$ cat config.mk
export PLATFORM = sky130hd
export DESIGN_NAME = guess_row_builder
export DESIGN_NICKNAME = d
export VERILOG_FILES = /design/src/rtl/wordle_pkg.sv /design/src/rtl/row_all_green.sv /design/src/rtl/guess_row_builder.sv
export SDC_FILE = /design/constraint.sdc
export NUM_CORES = 1
export LEC_CHECK = 0
export CORE_MARGIN = 3
export CORE_UTILIZATION = 39
export DETAILED_ROUTE_END_ITERATION = 16
export GPL_ROUTABILITY_DRIVEN = 0
export PLACE_DENSITY = 0.74
export SYNTH_ARGS = -nofsm -noshare
export SYNTH_HDL_FRONTEND = slang
export SYNTH_SLANG_ARGS = --single-unit
export TNS_END_PERCENT = 30
$ cat constraint.sdc
create_clock -name clk -period 3.3 [get_ports clk]
set_clock_uncertainty 0.05 [all_clocks]
set_input_delay 0.825 -clock clk [delete_from_list [all_inputs] [get_ports clk]]
set_output_delay 0.825 -clock clk [all_outputs]
set_load 0.005 [all_outputs]
$ cat src/rtl/wordle_pkg.sv
// rtl/wordle_pkg.sv - shared row-format constants, state encoding and slot helper
package wordle_pkg;

  localparam int ROW_W    = 35;
  localparam int SLOT_W   = 7;
  localparam int WORD_LEN = 5;

  localparam logic [4:0] LTR_BLANK = 5'd0;
  localparam logic [4:0] LTR_A     = 5'd1;
  localparam logic [4:0] LTR_Z     = 5'd26;

  localparam logic [2:0] CNT_FULL = 3'(WORD_LEN);

  typedef enum logic [1:0] {
    ST_ENTRY  = 2'd0,
    ST_COMMIT = 2'd1,
    ST_DONE   = 2'd2
  } state_e;

  // Bit offset of slot s inside a row.
  function automatic logic [5:0] slot_off(input logic [2:0] s);
    return 6'(s) * 6'(SLOT_W);
  endfunction

endpackage

$ cat src/rtl/row_all_green.sv
// rtl/row_all_green.sv - flags a row whose five green bits are all set
module row_all_green
  import wordle_pkg::*;
(
  input  logic [ROW_W-1:0] row_i,
  output logic             all_green_o
);

  always_comb begin
    all_green_o = 1'b1;
    for (int s = 0; s < WORD_LEN; s++) begin
      all_green_o = all_green_o & row_i[s*SLOT_W + 5];
    end
  end

endmodule

$ cat src/rtl/guess_row_builder.sv
// rtl/guess_row_builder.sv - builds guess rows from key events and hands them to the scorer
// Optional win detection: GUESS_ROW_WIN_DETECT_EN
module guess_row_builder
  import wordle_pkg::*;
#(
  parameter int MAX_GUESSES = 6
) (
  input  logic             clk,
  input  logic             rst,
  input  logic             key_valid,
  input  logic [4:0]       key_code,
  input  logic             key_bksp,
  input  logic             key_enter,
  output logic [ROW_W-1:0] row_out,
  output logic             row_valid,
  input  logic             row_ready,
  output logic [2:0]       row_index,
  output logic [2:0]       letter_count,
  output logic             bad_enter,
  output logic             game_over
`ifdef GUESS_ROW_WIN_DETECT_EN
  ,
  input  logic [ROW_W-1:0] scored_row,
  input  logic             scored_valid,
  output logic             win
`endif
);

  localparam logic [2:0] LAST_IDX = 3'(MAX_GUESSES - 1);

  state_e            state_q, state_d;
  logic [ROW_W-1:0]  row_q, row_d;
  logic [2:0]        cnt_q, cnt_d;
  logic [2:0]        idx_q, idx_d;
  logic              bad_q, bad_d;
  logic              go_q, go_d;
  logic [2:0]        slot_add, slot_del;
  logic              letter_ok;

  // First typed letter lands in slot 4, so slots fill from the top down.
  assign slot_add  = 3'd4 - cnt_q;
  assign slot_del  = 3'd5 - cnt_q;
  assign letter_ok = (key_code >= LTR_A) && (key_code <= LTR_Z);

`ifdef GUESS_ROW_WIN_DETECT_EN
  logic win_q, win_d;
  logic all_green;

  row_all_green u_all_green (
    .row_i       (scored_row),
    .all_green_o (all_green)
  );
`endif

  always_comb begin
    state_d = state_q;
    row_d   = row_q;
    cnt_d   = cnt_q;
    idx_d   = idx_q;
    bad_d   = 1'b0;
    go_d    = go_q;
`ifdef GUESS_ROW_WIN_DETECT_EN
    win_d   = win_q;
`endif
    case (state_q)
      ST_ENTRY: begin
        if (key_valid) begin
          if (key_enter) begin
            if (cnt_q == CNT_FULL) state_d = ST_COMMIT;
            else                   bad_d   = 1'b1;
          end else if (key_bksp) begin
            if (cnt_q != 3'd0) begin
              cnt_d = cnt_q - 3'd1;
              row_d[slot_off(slot_del) +: SLOT_W] = '0;
            end
          end else if (letter_ok && (cnt_q < CNT_FULL)) begin
            cnt_d = cnt_q + 3'd1;
            row_d[slot_off(slot_add) +: SLOT_W] = {2'b00, key_code};
          end
        end
      end
      ST_COMMIT: begin
        if (row_ready) begin
          row_d = '0;
          cnt_d = 3'd0;
          if (idx_q == LAST_IDX) begin
            go_d    = 1'b1;
            state_d = ST_DONE;
          end else begin
            idx_d   = idx_q + 3'd1;
            state_d = ST_ENTRY;
          end
        end
      end
      default: begin
      end
    endcase
`ifdef GUESS_ROW_WIN_DETECT_EN
    // A winning score overrides whatever the key path decided this cycle.
    if (scored_valid && all_green) begin
      win_d   = 1'b1;
      go_d    = 1'b1;
      state_d = ST_DONE;
    end
`endif
  end

  always_ff @(posedge clk) begin
    if (rst) begin
      state_q <= ST_ENTRY;
      row_q   <= '0;
      cnt_q   <= 3'd0;
      idx_q   <= 3'd0;
      bad_q   <= 1'b0;
      go_q    <= 1'b0;
`ifdef GUESS_ROW_WIN_DETECT_EN
      win_q   <= 1'b0;
`endif
    end else begin
      state_q <= state_d;
      row_q   <= row_d;
      cnt_q   <= cnt_d;
      idx_q   <= idx_d;
      bad_q   <= bad_d;
      go_q    <= go_d;
`ifdef GUESS_ROW_WIN_DETECT_EN
      win_q   <= win_d;
`endif
    end
  end

  assign row_out      = row_q;
  assign row_valid    = (state_q == ST_COMMIT);
  assign row_index    = idx_q;
  assign letter_count = cnt_q;
  assign bad_enter    = bad_q;
  assign game_over    = go_q;
`ifdef GUESS_ROW_WIN_DETECT_EN
  assign win          = win_q;
`endif

endmodule

Word level (Yosys, flattened, before mapping) --
Cells that the tools add are included.
Cells by class: add/subtract/negate cells 7, multipliers 2, magnitude comparators 3, equality and inequality tests 10, shift operators 4, mux-type cells 23, bitwise operators 4, reductions and logical operators 10
Operator list (number):
- $mux 35 | 6
- $bwmux 35 | 2
- $pmux 35 s2 | 1
- $shift 7x8->35 const A | 2
- $shiftx 7x8->35 | 1
- $shiftx 7x8->35 const A | 1
- $mux 3 | 6
- $neg 6->8 | 2
- $mul 3x3->6 const B | 2
- $mux 2 | 5
- $ne 2x2->1 const B | 4
- $add 3x1->3 const B | 2
- $eq 3x3->1 const B | 2
- $ne 3x3->1 const B | 2
- $pmux 3 s2 | 1
- $reduce_and 3->1 | 2
- $reduce_and 6->1 | 1
- $sub 3x3->3 const A | 2
- $ge 5x1->1 const B | 1
- $le 5x5->1 const B | 1
- $reduce_and 5->1 | 1
- $not 1->1 | 4
- $pmux 2 s2 | 1
- $reduce_or 4->1 | 1
- 9 further kinds | 10
Word-level totals: bits in registers 45, input port bits 11, output and inout bits 44, logic and storage cells 69

Logic depth before layout (Yosys ltp) --
Gate-level depths: netlist (run 1).
word-level depth 10, mapped depth 9, gate-level depth less buffers 8

Worst setup path after synthesis (run 1) --
OpenSTA, ideal clock, no wires.
path type register to register, start point reg cnt_q[0] (netlist: letter_count[0]), end point reg row_q[28] (netlist: row_out[28]), setup time 0.070 ns, arrival 2.482 ns, required time 3.180 ns, path slack 0.698 ns, stages on the path, launching flop included 10, path buffers 1, period minus slack after synthesis 2.602 ns, cells stage by stage dfxtp_1 > buf_2 > inv_1 > ha_1 > ha_1 > nor4b_1 > a22o_1 > o21ai_0 > nor3_2 > o2bb2ai_1
On the way: longest elaborated chain between the ends 10, elaborated cells between the ends (all ways) 24, classes of those cells 4 x add/sub; 2 x mul; 1 x order compare; 2 x eq/ne; 4 x shift; 8 x mux; 3 x reduce/logical
Ends and longest elaborated chain:
- start, declared | RTL line guess_row_builder.sv:33 | logic [2:0] cnt_q, cnt_d;
- start signal, assigned | RTL line guess_row_builder.sv:122 | cnt_q <= cnt_d;
- $sub 3x3->3 (on tied branches) | RTL line guess_row_builder.sv:41, guess_row_builder.sv:42
- $mul 3x3->6 | RTL line wordle_pkg.sv:22 | return 6'(s) * 6'(SLOT_W);
- $neg 6->8 (on tied branches) | RTL line guess_row_builder.sv:78, guess_row_builder.sv:74
- $shiftx 7x8->35 (tied with other cells) | RTL line guess_row_builder.sv:78 | row_d[slot_off(slot_add) +: SLOT_W] = {2'b00, key_code};
- $bwmux 35 (on tied branches) | RTL line guess_row_builder.sv:78, guess_row_builder.sv:74
- $mux 35 (on tied branches) | RTL line guess_row_builder.sv:76, guess_row_builder.sv:72
- $mux 35 | RTL line guess_row_builder.sv:71 | end else if (key_bksp) begin
- $mux 35 | RTL line guess_row_builder.sv:68 | if (key_enter) begin
- $mux 35 | RTL line guess_row_builder.sv:67 | if (key_valid) begin
- $pmux 35 s2 | RTL line guess_row_builder.sv:65 | case (state_q)
- end signal, assigned | RTL line guess_row_builder.sv:121 | row_q <= row_d;
- end, declared | RTL line guess_row_builder.sv:32 | logic [ROW_W-1:0] row_q, row_d;
Parallel ways exist; a longest one is shown, timed or not. The select of a mux whose other input is x is not followed. A chain may end at the register's enable or synchronous reset.

Worst setup path after layout (run 1) --
start point reg cnt_q[1] (netlist: letter_count[1]), end point reg row_q[10] (netlist: row_out[10])
The elaborated chain is that of the path after synthesis.

==> reports/metrics.yaml, run 1 <==
drcViolationCount: 0
clkLatencyLatePin_ps: 290
cts_root_buffer: "clkbuf_8"
path_class: "flip-flop to flip-flop"
drive_above_1_share_pct: 9.225
postRouteAntennaNets: 0
synth_cell_type_count: 52
critPathLaunchType: "flip-flop"
final_area_um2: 2584
grt_pass1_wl_mm: 7.921
die_y_um: 77.51
r2r_start: "letter_count[1]$_SDFFE_PP0P_"
globalRoute.totalOverflow: 0
fin_setup_tns_ps: 0
multi_input_area_um2: 1096
viasPerCell: 5.186
p_per_area_nw_per_um2: 387.5
internal-power_w: 0.0007321
synth-seq-cells: 35
clk_pin_slew_ps: 80
min_from: "row_out[28]$_SDFFE_PP0P_"
vias: 1753
synth_top_cell_area_share_pct: 35.13
antennaDiodeCount: 0
ys_seq_area_share_pct: 35.13
yosys_warnings: 0
avgRoutedWirePerCell_um: 13.67
die_area_um2: 6008
p_comb_share_pct: 18.2
setup_viol: 0
cp.required_ps: 3410
rrSetupSlack_ps: 550
regArea_um2: 700.7
async_flop_share_pct: 0
syn_inst: 222
rsz0062_at_grt: "no"
switchingPower_w: 0.0002691
synth_area_um2: 1994
cts_setup_buffers: 0
ir_worst_vdd_mv: 0.3234
port_buffers: 44
layout_commonest_cell: "clkdlybuf4s50_1"
slew_headroom_pct: 58.34
final_hold_viol_count: 0
grt_usage_pct: 16.17
place_hpwl_mm: 3.550
postCtsHoldBufs: 0
core-area_um2: 4817
startpoint: "letter_count[1]$_SDFFE_PP0P_"
grt_max_degree: 25
p_seq_share_pct: 43.2
status: "completed"
synth_ff_type: "dfxtp_1"
p_sw_share_pct: 26.88
cts_max_path_buffers: 2
num_rows: 25
final_cell_mix: "clkdlybuf4s50_1 (44), dfxtp_1 (35), inv_1 (25)"
p_total_w: 0.001001
leakage_nw: 0.8929
nFillCells: 478
synth_edf_count: 0
cts_inserted_buffers: 5
max_freq_ghz: 0.3634
placed_area_um2: 2471
htree_levels: 2
area_growth_pct: 29.55
antenna_found_initial: 0
slew_viol_final: 0
cap_violations: 0
critPathCaptureType: "flip-flop"
grt_pass1_vias: 1730
worst_slew_pin_slew_ps: 620.1
final_nets: 294
totalWireLength_mm: 4.622
cp.arrival_ps: 2860
cp_max_fo: 7
synth_area_leader_cell: "dfxtp_1"
power_frac_clock_pct: 38.6
cts_tree: "yes"
die_w_um: 77.51
cts_resized: 0
io_pins: 55
drtPass1Iterations: 4
start_util_pct: 41.40
syn_area_per_cell_um2: 8.984
drt_iter0_drc: 77
period_minus_slack_ps: 2752
hold_class: "flip-flop to flip-flop"
finalCritPeriodShare_pct: 83.39
synth_area_leaders: "dfxtp_1 (35%), o32ai_1 (8.8%), ha_1 (7.5%)"
clock-sinks: 35
## power by group through the flow
stage	Clock (W)	Combinational, W	Sequential [W]
after global routing	0.000410	0.000200	0.000433
after global placement	0	0.000178	0.000442
final	0.000386	0.000183	0.000432
after detailed placement	0	0.000180	0.000442
after floorplan	0	0.000124	0.000443
after CTS	0.000396	0.000181	0.000432
## cell families after synthesis
| kind of cell | after synthesis | share of synthesized area [%] |
|---|---|---|
| and+or+nand+nor | 70 | 19.26 |
| AOI/OAI and AO/OA | 51 | 21.71 |
| buffers and inverters | 45 | 11.61 |
| DFF | 35 | 35.13 |
| adders and majority gates | 13 | 8.532 |
| xor gates and xnor gates | 4 | 1.757 |
| muxes | 3 | 1.819 |
| other | 1 | 0.1880 |
## worst paths after layout
kind                                                 end  depth (start not counted)
worst max-delay path            row_out[10]$_SDFFE_PP0P_                          7
worst min-delay path            row_out[28]$_SDFFE_PP0P_                          2
worst min register to register  row_out[28]$_SDFFE_PP0P_                          2
worst max register to register  row_out[10]$_SDFFE_PP0P_                          7
## cells in the mapped netlist (2+ instances only)
master	count
a211oi_1	5
a21oi_1	3
a22o_1	2
a311oi_1	3
and3_1	3
buf_2	3
buf_4	11
clkbuf_1	2
dfxtp_1	35
ha_1	12
inv_1	25
nand2_1	13
nand2b_1	6
nand3_1	7
nand4_1	3
nor2_1	19
nor3_1	7
nor4_1	2
o21ai_0	3
o2bb2ai_1	5
o32ai_1	20
xnor2_1	2
xor2_1	2
## registers in the layout, indices dropped and copies added (netlist names)
signal / cells
bad_enter: 1
game_over: 1
letter_count: 3
row_index: 3
row_out: 25
state_q: 2
## layout make-up
cell class | count | area share, %
clock buffer | 5 | 2.663
tap | 67 | 3.245
multi-input combinational | 151 | 42.42
inverter | 26 | 3.777
timing repair buffer | 51 | 19.08
clock inverter | 3 | 1.695
sequential | 35 | 27.12
## stage by stage
step / std cells / hold slack [ps] / setup slack [ps] / utilization (%)
4_1_cts: 338 / 432.0 / 560.5 / 53.64
3_3_place_gp: 330 / 408.7 / 383.8 / 51.30
5_1_grt: 338 / 455.2 / 327.0 / 53.64
3_5_place_dp: 330 / 420.7 / 375.5 / 51.30
2_1_floorplan: 231 / 415.0 / 698.1 / -
6_report: 338 / 428.2 / 548.0 / 53.64
## worst max-delay path, cell delays in order, from the launching register on
cell and delay [ps]:
dfxtp_1 460, inv_1 190, ha_1 300, ha_1 400, xor2_1 390, a311oi_1 180, nor3_1 510, o32ai_1 150
## metal layers
metal | track usage (%) | up-vias | part of all wire, %
met5 | 0 | - | 0
met4 | 4.982 | 0 | 0.54
met3 | 5.220 | 5 | 6.5
met2 | 25.91 | 55 | 46
met1 | 20.66 | 805 | 47
li1 | - | 888 | -
Power figures use the tool's default switching activity.
==> run 2, diff against run 1 <==
--- a/config.mk
+++ b/config.mk
@@ -9,7 +9,7 @@
 export CORE_UTILIZATION = 39
 export DETAILED_ROUTE_END_ITERATION = 16
 export GPL_ROUTABILITY_DRIVEN = 0
-export PLACE_DENSITY = 0.74
+export PLACE_DENSITY = 0.77
 export SYNTH_ARGS = -nofsm -noshare
 export SYNTH_HDL_FRONTEND = slang
 export SYNTH_SLANG_ARGS = --single-unit
==> constraint.sdc (replaced) <==
create_clock -name clk -period 2.4 [get_ports clk]
set_clock_uncertainty 0.05 [all_clocks]
set_input_delay 0.6 -clock clk [delete_from_list [all_inputs] [get_ports clk]]
set_output_delay 0.6 -clock clk [all_outputs]
set_load 0.005 [all_outputs]
==> run 2 against run 1 <==
  * Wire length is 11% higher
  * First-iteration DRC count is 23% lower
  * Sequential power up 38%
  * Final area up 8.9%
  * Largest power group unchanged
  * Critical path depth increased by 2
  * Die area unchanged
  * Critical endpoint is now row_out[14]$_SDFFE_PP0P_
==> reports/metrics.yaml, run 2 (synthesized netlist as in run 1, its figures left out) <==
status: "completed"
clkLatencyLatePin_ps: 300
port_buffers: 44
grt_max_degree: 26
p_per_area_nw_per_um2: 513.2
dp.cells: 354
core-area_um2: 4817
max_freq_ghz: 0.4329
layout_commonest_cell: "clkdlybuf4s50_1"
cts_inserted_buffers: 5
critPathCaptureType: "flip-flop"
cts_root_buffer: "clkbuf_8"
fin_cells: 362
htree_levels: 2
drtPass1Iterations: 4
cp_max_fo: 6
setup_ws_ps: 90.23
period_minus_slack_ps: 2310
drt_iter0_drc: 59
largest_reg_flops: 25
ir_worst_vdd_mv: 0.3232
grt_pass1_vias: 1812
hold_slack_ps: 421.9
cap_violations: 0
area_growth_pct: 41.09
critPathLaunchType: "primary input"
clock-sinks: 35
final_nets: 318
dp_slack_ps: -188.9
cts_setup_buffers: 0
start_util_pct: 41.40
hold_class: "flip-flop to flip-flop"
grt_pass1_wl_mm: 8.652
rrSetupSlack_ps: 110
leakage_nw: 1.047
die_w_um: 77.51
drive_above_1_share_pct: 19.66
io_pins: 55
finalCritPeriodShare_pct: 96.24
avgRoutedWirePerCell_um: 14.15
num_rows: 25
antennaDiodeCount: 0
cts_tree: "yes"
final_hold_viol_count: 0
viasPerCell: 5.177
place_hpwl_mm: 3.842
min_from: "row_out[11]$_SDFFE_PP0P_"
cts_max_path_buffers: 2
cp.required_ps: 2540
vias: 1874
globalRoute.totalOverflow: 0
cp.arrival_ps: 2450
totalWireLength_mm: 5.123
final_area_um2: 2814
path_class: "primary input to flip-flop"
clk_pin_slew_ps: 70
slew_viol_final: 0
die_area_um2: 6008
r2r_start: "letter_count[1]$_SDFFE_PP0P_"
antenna_found_initial: 0
setup_viol: 0
postRouteAntennaNets: 0
grt_usage_pct: 17.90
startpoint: "key_code[1]"
die_y_um: 77.51
final_cell_mix: "clkdlybuf4s50_1 (43), dfxtp_1 (33), buf_4 (31)"
placed_area_um2: 2661
drcViolationCount: 0
run 2: changes by cell type in the layout (fill, tap and decap cells not counted), sizes merged:
cell / change
clkdlybuf4s50: -1
buf: +24
dlymetal6s2s: +1
run 2: area by class of cell:
type,count,area [um^2]
clock inverter,3,43.79
inverter,26,97.59
timing repair buffer,75,675.6
tap,67,83.83
clock buffer,5,68.82
fill,446,2003
sequential,35,703.2
multi-input combinational,151,1141
run 2: worst max-delay path, stage by stage:
cell	delay [ps]
clkdlybuf4s50_1	440
buf_4	150
nor2_1	250
a21oi_1	140
a21boi_2	180
buf_4	190
nor3_1	70
buf_4	160
o32ai_1	250
run 2: metal layers:
metal	GRT usage [%]	vias up	wire, um	part of all wire (%)
met4	6.762	0	113	2.2
met5	0	-	0	0
li1	-	937	-	-
met3	4.408	13	242	4.7
met1	22.26	872	2260	44
met2	29.79	52	2506	49
run 2: per-stage QoR:
step | total power [W] | utilization [%] | TNS [ps]
finish | 0.001444 | 58.42 | 0
CTS | 0.001428 | 57.58 | 0
global placement | 0.0008905 | 55.25 | -1957
floorplan | 0.0007859 | - | 0
global route | 0.001500 | 58.42 | -6.685
detailed placement | 0.0008948 | 55.25 | -3048
run 2: path summary, 6_finish.rpt:
| path | end | depth (start not counted) |
|---|---|---|
| setup / recovery | row_out[14]$_SDFFE_PP0P_ | 9 |
| hold / removal | row_out[11]$_SDFFE_PP0P_ | 2 |
| setup reg to reg | row_out[0]$_SDFFE_PP0P_ | 7 |
| hold reg to reg | row_out[11]$_SDFFE_PP0P_ | 2 |
run 2: timing repair:
| item | 4_1_cts | 5_1_grt |
|---|---|---|
| gates resized for setup | 0 | 10 |
| setup endpoints to repair | 0 | 22 |
| hold buffers | 0 | 0 |
run 2: where the power goes:
group	internal [W]	switching [W]	total [W]	leakage, nW
combinational	0.000151	0.000162	0.000313	0.706
sequential	0.000588	0.00000656	0.000594	0.283
clock	0.000309	0.000227	0.000536	0.0581
==> run 3, diff against run 2 <==
--- a/config.mk
+++ b/config.mk
@@ -10,6 +10,7 @@
 export DETAILED_ROUTE_END_ITERATION = 16
 export GPL_ROUTABILITY_DRIVEN = 0
 export PLACE_DENSITY = 0.77
+export REMOVE_ABC_BUFFERS = 1
 export SYNTH_ARGS = -nofsm -noshare
 export SYNTH_HDL_FRONTEND = slang
 export SYNTH_SLANG_ARGS = --single-unit
==> run 3 against run 2 <==
  * Non-clock buffer count shrank 1
  * Fmax down 2.3%
  * Wire length fell by 0.62%
  * Register-to-register slack got worse by 40 ps
  * Highest routed layer unchanged
  * Largest power group unchanged
==> reports/metrics.yaml, run 3 (synthesized netlist as in run 1, its figures left out) <==
drive_above_1_share_pct: 18.37
postRouteAntennaNets: 0
final_cell_mix: "clkdlybuf4s50_1 (44), dfxtp_1 (34), buf_4 (30)"
grt_pass1_wl_mm: 8.135
hold_class: "flip-flop to flip-flop"
die_area_um2: 6008
grt_max_degree: 17
rsz0062_at_grt: "no"
drt_iter0_drc: 197
p_seq_share_pct: 41.8
internal-power_w: 0.001038
cp_max_fo: 5
io_pins: 55
slew_viol_final: 0
slowest_stage: "or4b_4"
status: "completed"
finalCritPeriodShare_pct: 98.53
globalRoute.totalOverflow: 0
drtPass1Iterations: 4
fin_cells: 361
critPathLaunchType: "primary input"
max_freq_ghz: 0.4229
grt_usage_pct: 16.59
fin_setup_tns_ps: 0
port_buffers: 44
path_class: "primary input to flip-flop"
start_util_pct: 41.40
final_core_util_pct: 57.74
setup_viol: 0
multi_input_area_um2: 1120
viasPerCell: 5.216
layout_commonest_cell: "clkdlybuf4s50_1"
nFillCells: 448
cp.arrival_ps: 2500
grt_pass1_vias: 1722
leakage_nw: 1.021
final_hold_viol_count: 0
power_frac_clock_pct: 37.4
cp_cell_sequence: "clkdlybuf4s50_1 -> a21o_1 -> a311oi_4 -> a21boi_2 -> or4b_4 -> o32ai_1"
cts_inserted_buffers: 5
ir_worst_vdd_mv: 0.2799
core-area_um2: 4817
final_nets: 317
postCtsHoldBufs: 0
critPathBufInv: 1
final_area_um2: 2781
clkLatencyLatePin_ps: 290
antennaDiodeCount: 0
antenna_found_initial: 0
period_minus_slack_ps: 2365
clock-sinks: 35
critPathTopFamily: "compound AO/OA/AOI/OAI gates"
num_rows: 25
regArea_um2: 701.9
area_growth_pct: 39.46
drcViolationCount: 0
p_sw_share_pct: 27.03
cp.required_ps: 2530
cts_max_path_buffers: 2
cts_tree: "yes"
totalWireLength_mm: 5.091
place_hpwl_mm: 3.937
critPathCaptureType: "flip-flop"
slowest_delay_ps: 580
htree_levels: 2
largest_reg_flops: 25
vias: 1883
clk_pin_slew_ps: 70
die_y_um: 77.51
dp.cells: 352
switchingPower_w: 0.0003844
die_w_um: 77.51
p_comb_share_pct: 20.8
avgRoutedWirePerCell_um: 14.10
cap_violations: 0
hold_slack_ps: 422.7
cts_root_buffer: "clkbuf_8"
placed_area_um2: 2636
p_per_area_nw_per_um2: 511.3
## run 3: area by class of cell
type	instances	area share (%)
Clock inverter	3	1.574
Tap cell	67	3.014
Clock buffer	5	2.474
Timing Repair Buffer	74	23.93
Inverter	26	3.509
Multi-Input combinational cell	151	40.26
Sequential cell	35	25.24
## run 3: final timing paths
kind | start | endpoint | slack [ps] | cells past startpoint
setup / recovery | key_code[2] | row_out[3]$_SDFFE_PP0P_ | 40 | 6
hold / removal | row_out[1]$_SDFFE_PP0P_ | row_out[1]$_SDFFE_PP0P_ | 420 | 2
setup reg to reg | letter_count[1]$_SDFFE_PP0P_ | row_out[3]$_SDFFE_PP0P_ | 70 | 7
hold reg to reg | row_out[1]$_SDFFE_PP0P_ | row_out[1]$_SDFFE_PP0P_ | 420 | 2
## run 3: layer usage
metal / up-vias / part of all wire (%) / GRT usage [%]
li1: 928 / - / -
met1: 865 / 43 / 20.79
met2: 81 / 49 / 28.67
met3: 9 / 5.8 / 3.248
met4: 0 / 1.8 / 4.982
met5: - / 0 / 0
## run 3: timing repair
item                       4_1_cts  5_1_grt
gates resized for setup          1        5
setup buffers                    0        1
pin swaps                        0        1
setup endpoints to repair        1       15
## run 3: power groups by stage
stage                     clock network [W]  registers [W]  logic, W
after floorplan                           0       0.000612  0.000143
after global placement                    0       0.000607  0.000270
after detailed placement                  0       0.000607  0.000276
after CTS                          0.000534       0.000594  0.000278
after global routing               0.000560       0.000595  0.000317
final                              0.000531       0.000594  0.000296
## run 3: worst reg2reg max path: stages (launching register included)
cell and delay (ps):
dfxtp_1 350, inv_2 80, ha_1 240, mux2_4 340, a311oi_4 330, a21boi_2 100
or4b_4 580, o32ai_1 150
## run 3: metrics by stage
stage	power [W]	setup slack, ps
3_5_place_dp	0.0008835	-222.7
4_1_cts	0.001406	12.34
2_1_floorplan	0.0007547	-203.4
5_1_grt	0.001473	1.826
6_report	0.001422	35.32
3_3_place_gp	0.0008763	-115.2
